--- src/rtl/expr_chk_sched.sv ---
// Round-robin front end that lends one expression-checker datapath to two
// byte-stream requesters, one whole expression at a time.
module expr_chk_sched #(
    parameter int unsigned MAX_LEN = 255,
    parameter int unsigned LEN_W   = 8,
    parameter logic [7:0]  TERM    = 8'h3B
) (
    input  logic             clk,
    input  logic             clr,
    input  logic             req0_valid,
    input  logic [7:0]       req0_data,
    output logic             req0_ready,
    input  logic             req1_valid,
    input  logic [7:0]       req1_data,
    output logic             req1_ready,
    output logic             chk_clr,
    output logic             chk_en,
    output logic [7:0]       chk_in,
    input  logic             chk_out,
    output logic             res_valid,
    output logic             res_pass,
    output logic             res_ovf,
    output logic             res_id,
    output logic [LEN_W-1:0] res_len,
    output logic             busy
);

    localparam logic [LEN_W-1:0] MAX_LEN_W = LEN_W'(MAX_LEN);

    typedef enum logic [2:0] {
        IDLE,
        CLEAR,
        FEED,
        WAIT,
        REPORT,
        DRAIN
    } state_t;

    state_t           state;
    logic             grant;
    logic             last_grant;
    logic [LEN_W-1:0] len;
    logic             ovf;

    logic             accepting;
    logic             hs_valid;
    logic [7:0]       hs_data;
    logic             hs_term;

    // Only the granted requester ever sees ready, and only while chars are wanted.
    assign accepting  = (state == FEED) || (state == DRAIN);
    assign req0_ready = accepting && !grant;
    assign req1_ready = accepting && grant;
    assign hs_valid   = grant ? req1_valid : req0_valid;
    assign hs_data    = grant ? req1_data : req0_data;
    assign hs_term    = (hs_data == TERM);
    assign busy       = (state != IDLE);

    always_ff @(posedge clk) begin
        if (!clr) begin
            state      <= IDLE;
            grant      <= 1'b0;
            last_grant <= 1'b1;
            len        <= '0;
            ovf        <= 1'b0;
            chk_clr    <= 1'b0;
            chk_en     <= 1'b0;
            chk_in     <= '0;
            res_valid  <= 1'b0;
            res_pass   <= 1'b0;
            res_ovf    <= 1'b0;
            res_id     <= 1'b0;
            res_len    <= '0;
        end else begin
            chk_clr   <= 1'b1;
            chk_en    <= 1'b0;
            res_valid <= 1'b0;
            case (state)
                IDLE: begin
                    if (req0_valid || req1_valid) begin
                        grant   <= (req0_valid && req1_valid) ? ~last_grant : req1_valid;
                        chk_clr <= 1'b0;
                        state   <= CLEAR;
                    end
                end
                CLEAR: begin
                    len   <= '0;
                    ovf   <= 1'b0;
                    state <= FEED;
                end
                FEED: begin
                    if (hs_valid) begin
                        if (hs_term) begin
                            // An empty expression has no verdict worth waiting for.
                            if (len == '0) begin
                                res_valid <= 1'b1;
                                res_pass  <= 1'b0;
                                res_ovf   <= 1'b0;
                                res_id    <= grant;
                                res_len   <= len;
                                state     <= REPORT;
                            end else begin
                                state <= WAIT;
                            end
                        end else if (len == MAX_LEN_W) begin
                            ovf   <= 1'b1;
                            state <= DRAIN;
                        end else begin
                            chk_en <= 1'b1;
                            chk_in <= hs_data;
                            len    <= len + LEN_W'(1);
                        end
                    end
                end
                WAIT: begin
                    // The last forwarded char has been consumed, so chk_out is final.
                    res_valid <= 1'b1;
                    res_pass  <= chk_out & ~ovf & (len != '0);
                    res_ovf   <= ovf;
                    res_id    <= grant;
                    res_len   <= len;
                    state     <= REPORT;
                end
                DRAIN: begin
                    if (hs_valid && hs_term) begin
                        res_valid <= 1'b1;
                        res_pass  <= 1'b0;
                        res_ovf   <= ovf;
                        res_id    <= grant;
                        res_len   <= len;
                        state     <= REPORT;
                    end
                end
                REPORT: begin
                    last_grant <= grant;
                    state      <= IDLE;
                end
                default: state <= IDLE;
            endcase
        end
    end

endmodule
--- config.mk ---
export PLATFORM = sky130hd
export DESIGN_NAME = expr_chk_sched
export DESIGN_NICKNAME = d
export VERILOG_FILES = /design/src/rtl/expr_chk_sched.sv
export SDC_FILE = /design/constraint.sdc
export NUM_CORES = 1
export LEC_CHECK = 0
export BUFFER_PORTS_ARGS = -buffer_cell sky130_fd_sc_hd__buf_2
export CORE_ASPECT_RATIO = 1.2
export CORE_MARGIN = 3
export CORE_UTILIZATION = 52
export DETAILED_ROUTE_END_ITERATION = 16
export PLACE_DENSITY = 0.78
export SLEW_MARGIN = 40
export SYNTH_ARGS = -nofsm -noshare
export SYNTH_HDL_FRONTEND = slang
export SYNTH_SLANG_ARGS = --single-unit
--- constraint.sdc ---
create_clock -name clk -period 2.3 [get_ports clk]
set_input_delay 0.46 -clock clk [delete_from_list [all_inputs] [get_ports clk]]
set_output_delay 0.46 -clock clk [all_outputs]
set_load 0.02 [all_outputs]
==> impl_metrics.json, run 1 <==
{
  "worst-path-max-fanout": 10,
  "crit_slowest_cell": "dfxtp_1",
  "chipWidth_um": 59.9,
  "final.setup.tns_ns": 0,
  "cts_tree": "built",
  "cts_made_buffers": 5,
  "worst-r2r-cell-count": 8,
  "period_needed_ns": 2.13,
  "max_rail_drop_vdd_v": 0.000708,
  "critical_path.max_stage_delay_ns": 0.54,
  "post-synth-top-count-cell": "dfxtp_1",
  "cts.htree.levels": 2,
  "grt_first_pass_wirelength_mm": 6.76,
  "hold_buffers": 0,
  "grt_overflow_total": 0,
  "synth_compound_gate_area_share_pct": 11.8,
  "synth_mux_area_share_pct": 11.2,
  "detail_route.drc_violations": 0,
  "route.detailed.wl_per_inst_um": 12.8,
  "max_clock_freq_mhz": 470,
  "finalInstanceArea_um2": 2140,
  "post_synth_main_area_contributors": "dfxtp_1, mux2i_1, nand2_1",
  "cts_resized": 0,
  "yosys_warnings": 0,
  "worst_skew_pair.late_latency_ns": 0.34,
  "min_period_over_period_pct": 92.5,
  "initialDrtViolationCount": 78,
  "endpoint_kind": "output pin",
  "worst-endpoint-arrival_ns": 1.67,
  "initial_core_util_pct": 56.8,
  "clock-sinks": 36,
  "core_region_area_um2": 3190,
  "first_global_vias": 1557,
  "cp_data_required_time_ns": 1.84,
  "post_cts.repair.setup_buffers": 0,
  "worst_slew_pin_slew_ns": 0.548,
  "post_drt_via_cell_ratio": 5.54,
  "netlist.top_cell.by_area": "dfxtp_1",
  "classification_of_the_worst_setup_path": "reg2out",
  "synth_simple_gate_area_share_pct": 27.5,
  "place_congestion": 0.836,
  "num_vias": 1651,
  "synth.ff_latch_count": 36,
  "path_clk_slew_ns": 0.10,
  "power_density_nw_per_um2": 790,
  "outcome": "complete, no violations",
  "synth-xor-area-share_pct": 3.38,
  "numPortBuffers": 45,
  "power_leakage_nw": 0.921,
  "combinational_family_with_the_most_area_after_synthesis": "simple AND/OR/NAND/NOR gates",
  "area_of_the_mapped_netlist_um2": 1810,
  "placement.cell_area_um2": 2090,
  "core.rowCount": 22,
  "dominantRegCellSynth": "dfxtp_1",
  "max-clock-path-buffers": 2,
  "netlist_instances": 213,
  "die_height_um": 70.7,
  "min_path_type": "in2reg",
  "cts_root_cell": "clkbuf_4",
  "routed_wirelength_mm": 3.81,
  "final_nets": 285,
  "finalClockSkew_ns": 0.00725,
  "syn_to_final_growth_pct": 18.0,
  "timing_hold_violations_final": 0,
  "drv.max_cap_violation_count": 0,
  "drtAntennaViolNets": 0,
  "worst_slew_margin_relative_to_its_limit_pct": 63.4,
  "overall_global_routing_usage_pct": 20.0,
  "postSynth.asyncResetShare_pct": 0,
  "cp_cell_sequence": "nor2b_1 > nand2_1 > a21boi_1 > buf_2",
  "start_kind": "register",
  "antenna_found_initial": 0,
  "yosysSeqAreaShare_pct": 39.7,
  "design.die.area_um2": 4240,
  "syn_nets": 236,
  "diodes": 0,
  "unrepaired_setup_endpoints_after_global_routing": "no",
  "number_of_different_library_cells_in_the_post_synthesis_netlist": 49,
  "timing.final.setup_violations": 0,
  "grt_max_degree": 29,
  "synth.top_cells.by_count": "dfxtp_1, nand2_1, nor2_1",
  "adder_cell_share_of_the_synthesized_area_pct": 1.38,
  "post_syn_area_per_cell_um2": 8.52,
  "synth_enable_flop_cells": 0,
  "drive_above_1_share_pct": 26.7,
  "hold_path_depth": 3,
  "dr.pass1.iters": 6,
  "ios": 46,
  "slew_limit_fails": 0,
  "dp_hpwl_mm": 2.87,
  "synthDominantCellAreaShare_pct": 39.7
}
==> cells by family (layout without fill, tap and decap cells) <==
kind of cell | Yosys count | after routing
buffers and inverters | 19 | 68
XOR/XNOR | 7 | 7
flip-flops | 36 | 36
AND/OR/NAND/NOR | 100 | 100
adder cells (fa/ha/maj) | 2 | 2
AO/OA/AOI/OAI | 29 | 29
multiplexers | 20 | 20
==> stage by stage <==
stage	power [mW]	worst slack, ns	std cells	utilization, %	hold WS [ns]
final	1.69	0.173	298	67.0	0.411
after global routing	1.81	0.00764	298	67.0	0.441
after CTS	1.71	0.174	298	67.0	0.395
after detailed placement	1.39	0.204	291	65.6	0.447
after global placement	1.38	0.235	291	65.6	0.442
after floorplan	1.21	0.347	213	-	0.439
==> routing by layer <==
metal	wire [µm]	share of wire [%]	global-route usage [%]	vias to the layer above
met4	54	1.4	7.39	0
met2	1800	47	31.4	57
met3	262	6.9	5.66	4
li1	-	-	-	837
met5	0	0	0	-
met1	1690	44	25.7	753
==> critical path, delay by kind of cell, from the launching register on <==
kind | cells | cell delay [ns]
compound gates | 1 | 0.18
buf+inv | 1 | 0.18
flops | 1 | 0.54
simple gates | 2 | 0.43
==> sequential cells by signal (all words and copies together) (netlist names) <==
signal,flops
res_pass,1
ovf,1
grant,1
state,3
len,8
res_len,8
chk_clr,1
res_ovf,1
res_valid,1
last_grant,1
chk_in,8
res_id,1
chk_en,1
==> final timing paths <==
path | start | endpoint | slack (ns)
hold / removal | req1_valid | grant | 0.41
hold reg to reg | res_len[0] | res_len[0] | 0.46
setup / recovery | state[0] | req1_ready | 0.17
setup reg to reg | len[0] | res_len[7] | 0.28
==> placed cells by master, fill, tap and decap left out, types with 2 or more instances in the layout <==
| cell type | instances |
|---|---|
| a211oi_1 | 8 |
| a21oi_1 | 4 |
| a31oi_1 | 3 |
| and2_1 | 3 |
| buf_2 | 45 |
| buf_4 | 11 |
| clkbuf_4 | 5 |
| dfxtp_1 | 36 |
| ha_1 | 2 |
| inv_1 | 4 |
| mux2i_1 | 18 |
| nand2_1 | 35 |
| nand3_1 | 5 |
| nand4_1 | 3 |
| nand4b_1 | 2 |
| nor2_1 | 26 |
| nor2b_1 | 4 |
| nor3_1 | 9 |
| nor4bb_1 | 2 |
| xnor2_1 | 6 |
==> power breakdown <==
group	total (mW)	switching, mW	internal, mW
sequential	0.742	0.0551	0.687
combinational	0.637	0.383	0.254
clock	0.311	0.199	0.113
==> cell type report <==
cell class / count / area, µm²
Clock buffer: 6 / 41.3
Clock inverter: 1 / 5.00
Tap cell: 36 / 45.0
Fill cell: 278 / 1050
Sequential cell: 36 / 721
Multi-Input combinational cell: 158 / 1000
Timing Repair Buffer: 56 / 308
Inverter: 5 / 18.8
Note: power is estimated with default switching activity, not from simulation.
==> run 2: changes to the inputs <==
--- a/config.mk
+++ b/config.mk
@@ -10,6 +10,7 @@
 export CORE_MARGIN = 3
 export CORE_UTILIZATION = 52
 export DETAILED_ROUTE_END_ITERATION = 16
+export GPL_ROUTABILITY_DRIVEN = 1
 export PLACE_DENSITY = 0.78
 export SLEW_MARGIN = 40
 export SYNTH_ARGS = -nofsm -noshare
==> constraint.sdc (replaced) <==
create_clock -name clk -period 2.3 [get_ports clk]
set_input_delay 0.115 -clock clk [delete_from_list [all_inputs] [get_ports clk]]
set_output_delay 0.115 -clock clk [all_outputs]
set_load 0.02 [all_outputs]
==> impl_metrics.json, run 2 (synthesis results as in run 1) <==
{
  "worst-r2r-cell-count": 8,
  "final.setup.tns_ns": 0,
  "post_drt_via_cell_ratio": 5.59,
  "unrepaired_setup_endpoints_after_global_routing": "no",
  "endpoint_kind": "register",
  "finalClockSkew_ns": 0.0125,
  "start_kind": "register",
  "overall_global_routing_usage_pct": 19.8,
  "cts_resized": 0,
  "cts_made_buffers": 5,
  "initial_core_util_pct": 56.8,
  "cp_cell_sequence": "inv_1 > ha_1 > or4b_4 > nor4_4 > a31oi_1 > o22a_1 > buf_4 > mux2i_1",
  "most-common-layout-cells": "buf_2, dfxtp_1, nand2_1",
  "worst_slew_margin_relative_to_its_limit_pct": 64.7,
  "route.detailed.wl_per_inst_um": 13.0,
  "path_clk_slew_ns": 0.11,
  "period_needed_ns": 2.00,
  "power_density_nw_per_um2": 928,
  "cts_root_cell": "clkbuf_4",
  "timing.rr.end": "res_id",
  "sequential_cell_area_um2": 721,
  "num_vias": 1672,
  "grt_first_pass_wirelength_mm": 6.65,
  "place_inst": 291,
  "reg2reg_slack_ns": 0.30,
  "core.rowCount": 22,
  "clock-sinks": 36,
  "drtAntennaViolNets": 0,
  "min_period_over_period_pct": 87.0,
  "syn_to_final_growth_pct": 22.5,
  "hold_buffers": 0,
  "timing_hold_violations_final": 0,
  "power_leakage_nw": 0.958,
  "worst-endpoint-arrival_ns": 2.23,
  "reg2reg_from": "len[0]",
  "worst_hold_slack_ns": 0.0755,
  "grt_overflow_total": 0,
  "numPortBuffers": 45,
  "dp_hpwl_mm": 2.87,
  "drive_above_1_share_pct": 27.4,
  "final_nets": 285,
  "slew_limit_fails": 0,
  "drv.max_cap_violation_count": 0,
  "placement.cell_area_um2": 2090,
  "cts_tree": "built",
  "min_path_type": "in2reg",
  "dr.pass1.iters": 4,
  "max_rail_drop_vdd_v": 0.000799,
  "grt_max_degree": 29,
  "core_region_area_um2": 3190,
  "first_global_vias": 1548,
  "chipWidth_um": 59.9,
  "hold_path_depth": 3,
  "worst_slew_pin_slew_ns": 0.528,
  "multi_input_area_um2": 1000,
  "crit_slowest_cell": "or4b_4",
  "layout.filler_cells": 258,
  "classification_of_the_worst_setup_path": "reg2reg",
  "holdCritStartpoint": "req1_valid",
  "initialDrtViolationCount": 54,
  "ios": 46,
  "worst_skew_pair.late_latency_ns": 0.34,
  "max_clock_freq_mhz": 500,
  "max-clock-path-buffers": 2,
  "most_common_library_cell_in_the_layout_ignoring_fill_and_taps": "buf_2",
  "outcome": "complete, no violations",
  "worst-path-max-fanout": 10,
  "cp_data_required_time_ns": 2.53,
  "critical_path.max_stage_delay_ns": 0.46,
  "reg_top3": "chk_in x8, len x8, res_len x8",
  "die_height_um": 70.7,
  "routed_wirelength_mm": 3.88,
  "place_congestion": 0.852,
  "worstHoldEndpoint": "grant",
  "cts.htree.levels": 2,
  "design.die.area_um2": 4240,
  "stdcell_count": 299,
  "diodes": 0,
  "timing.final.setup_violations": 0,
  "detail_route.drc_violations": 0,
  "post_cts.repair.setup_buffers": 0,
  "finalInstanceArea_um2": 2220,
  "antenna_found_initial": 0
}
==> run 2: cell count changes in the layout (fill, tap and decap cells not counted), sizes merged <==
cell,change
bufinv,+3
clkbuf,-1
clkinv,-1
==> run 2: cell type report <==
type | instances | share of cell area, %
tap | 36 | 2.03
timing repair buffer | 56 | 13.9
sequential | 36 | 32.4
multi-input combinational | 158 | 45.1
clock inverter | 3 | 4.05
clock buffer | 5 | 1.69
inverter | 5 | 0.845
==> run 2: how the worst max path moves through the flow <==
stage	from	to	slack, ns	cells past startpoint
detailed placement	len[0]	res_len[3]	0.32	8
floorplan	len[0]	res_valid	0.35	8
global route	len[1]	res_len[7]	0.15	8
CTS	len[0]	res_id	0.30	8
finish	len[0]	res_id	0.30	8
global placement	len[0]	res_len[4]	0.36	8
==> run 2: critical path: cells and delay by family (launching register included) <==
| family | cells | cell delay, ns |
|---|---|---|
| buffers and inverters | 2 | 0.29 |
| AND/OR/NAND/NOR | 2 | 0.62 |
| multiplexers | 1 | 0.13 |
| AO/OA/AOI/OAI | 2 | 0.34 |
| adder cells (fa/ha/maj) | 1 | 0.13 |
| flip-flops | 1 | 0.37 |
==> run 2: per-layer routing <==
metal	share of wire, %	GRT usage [%]
met1	43	23.7
met2	49	32.9
met3	8.0	7.48
met4	0.59	4.68
met5	0	0
==> run 2: power breakdown <==
group | switching, mW | internal [mW] | total (mW) | leakage [nW]
clock | 0.223 | 0.448 | 0.671 | 0.0654
combinational | 0.402 | 0.266 | 0.668 | 0.601
sequential | 0.0367 | 0.687 | 0.724 | 0.291
==> run 2: through the flow <==
step,setup WS [ns],utilization [%],power [mW]
final,0.298,69.6,2.06
after global routing,0.146,69.6,2.19
after CTS,0.297,69.6,2.07
after detailed placement,0.323,65.6,1.40
after global placement,0.359,65.6,1.40
after floorplan,0.347,-,1.21
==> run 3: changes to the inputs <==
--- a/config.mk
+++ b/config.mk
@@ -8,11 +8,10 @@
 export BUFFER_PORTS_ARGS = -buffer_cell sky130_fd_sc_hd__buf_2
 export CORE_ASPECT_RATIO = 1.2
 export CORE_MARGIN = 3
-export CORE_UTILIZATION = 52
+export CORE_UTILIZATION = 56
 export DETAILED_ROUTE_END_ITERATION = 16
 export GPL_ROUTABILITY_DRIVEN = 1
-export PLACE_DENSITY = 0.78
-export SLEW_MARGIN = 40
+export PLACE_DENSITY = 0.84
 export SYNTH_ARGS = -nofsm -noshare
 export SYNTH_HDL_FRONTEND = slang
 export SYNTH_SLANG_ARGS = --single-unit
==> constraint.sdc (replaced) <==
create_clock -name clk -period 2.55 [get_ports clk]
set_input_delay 0.1275 -clock clk [delete_from_list [all_inputs] [get_ports clk]]
set_output_delay 0.1275 -clock clk [all_outputs]
set_load 0.02 [all_outputs]
==> impl_metrics.json, run 3 (synthesis results as in run 1) <==
{
  "crit_path_start": "len[0]",
  "globalRoute.busiestLayer": "met2",
  "cts_root_cell": "clkbuf_4",
  "internal_power_uw": 981,
  "path_clk_slew_ns": 0.10,
  "overall_power_mw": 1.54,
  "power_frac_comb_pct": 33.6,
  "power_leakage_nw": 0.895,
  "utilization_pct": 68.3,
  "place_congestion": 0.956,
  "timing_hold_violations_final": 0,
  "overall_global_routing_usage_pct": 19.1,
  "cts_made_buffers": 5,
  "stdcell_count": 291,
  "worst_slew_pin_slew_ns": 0.641,
  "timing.final.setup_violations": 0,
  "min_period_over_period_pct": 90.5,
  "chipWidth_um": 58.0,
  "clock-sinks": 36,
  "p_switching_uw": 554,
  "route.detailed.wl_per_inst_um": 12.2,
  "core.rowCount": 22,
  "cts.htree.levels": 2,
  "most-common-layout-cells": "buf_2, dfxtp_1, nand2_1",
  "ios": 46,
  "hold_buffers": 0,
  "routed_wirelength_mm": 3.56,
  "drtAntennaViolNets": 0,
  "power_density_nw_per_um2": 729,
  "place_inst": 284,
  "post_drt_via_cell_ratio": 5.46,
  "p_clk_share_pct": 21.4,
  "most_common_library_cell_in_the_layout_ignoring_fill_and_taps": "buf_2",
  "initial_core_util_pct": 58.8,
  "period_needed_ns": 2.31,
  "reg_top3": "chk_in x8, len x8, res_len x8",
  "initialDrtViolationCount": 63,
  "max_rail_drop_vdd_v": 0.000551,
  "final_nets": 278,
  "cp_data_required_time_ns": 2.78,
  "drv.max_cap_violation_count": 0,
  "worst-path-max-fanout": 12,
  "slew_limit_fails": 0,
  "outcome": "complete, no violations",
  "switch_share_pct": 36.1,
  "endpoint_kind": "register",
  "max_clock_freq_mhz": 433,
  "start_kind": "register",
  "design.die.area_um2": 3960,
  "grtUsageMet2_pct": 32.3,
  "diodes": 0,
  "num_vias": 1589,
  "antenna_found_initial": 0,
  "reg2reg_from": "len[0]",
  "dp_hpwl_mm": 2.65,
  "post_cts.repair.setup_buffers": 0,
  "numPortBuffers": 45,
  "die_height_um": 68.4,
  "cts_resized": 0,
  "holdCritStartpoint": "req1_valid",
  "core_region_area_um2": 3080,
  "first_global_vias": 1416,
  "unrepaired_setup_endpoints_after_global_routing": "no",
  "classification_of_the_worst_setup_path": "reg2reg",
  "worst-endpoint-arrival_ns": 2.53,
  "syn_to_final_growth_pct": 16.1,
  "worst_skew_pair.late_latency_ns": 0.32,
  "min_path_type": "in2reg",
  "gr-usage-met3_pct": 4.91,
  "finalClockSkew_ns": 0.0111,
  "grt_overflow_total": 0,
  "drive_above_1_share_pct": 25.1,
  "gr_met1_demand_resource_pct": 22.7,
  "cts_tree": "built",
  "grt_max_degree": 30,
  "detail_route.drc_violations": 0,
  "max-clock-path-buffers": 2,
  "share_seq_of_total_power_pct": 45.0,
  "worst_slew_margin_relative_to_its_limit_pct": 57.2,
  "final.setup.tns_ns": 0,
  "dr.pass1.iters": 4,
  "grt_first_pass_wirelength_mm": 5.88
}
==> run 3: cell count changes in the layout (fill, tap and decap cells not counted) <==
cell,delta
buf_4,-7
bufinv_16,-3
clkbuf_8,+2
==> run 3: critical path: stages (launching register included) <==
cell and delay (ns):
dfxtp_1 0.36, inv_1 0.09, ha_1 0.14, or4b_4 0.46, nor4_4 0.26, a31oi_1 0.13, o22a_1 0.45, a31o_1 0.31
==> run 3: area by class of cell <==
type | count | area [µm²]
clock buffers | 7 | 65.1
fillers | 257 | 976
inverters | 5 | 18.8
multi-input cells | 158 | 1000
flip-flops and latches | 36 | 721
well taps | 36 | 45.0
repair buffers | 49 | 255
==> run 3: final timing paths <==
kind	end	slack, ns	cells after the start
setup / recovery	res_pass	0.24	7
hold reg to reg	res_len[2]	0.46	2
setup reg to reg	res_pass	0.24	7
hold / removal	grant	0.11	3
==> run 3: metrics by stage <==
| stage | area (µm²) | hold WS, ns | setup WS (ns) |
|---|---|---|---|
| after floorplan | 1810 | 0.293 | 0.597 |
| after detailed placement | 2040 | 0.436 | 0.253 |
| after global placement | 2040 | 0.445 | 0.319 |
| after CTS | 2110 | 0.0996 | 0.231 |
| after global routing | 2110 | 0.104 | 0.0548 |
| final | 2110 | 0.111 | 0.243 |
==> run 3: metal layers <==
layer  part of all wire (%)  vias to the layer above
met2                     48                       45
met4                    1.2                        0
met3                    6.2                        5
met5                      0                        -
li1                       -                      827
met1                     45                      712
==> run 3: power groups by stage <==
stage | Combinational [mW] | Sequential, mW | Clock [mW]
2_1_floorplan | 0.404 | 0.690 | 0
4_1_cts | 0.519 | 0.690 | 0.336
3_3_place_gp | 0.510 | 0.701 | 0
3_5_place_dp | 0.515 | 0.702 | 0
5_1_grt | 0.579 | 0.702 | 0.354
6_report | 0.516 | 0.691 | 0.328
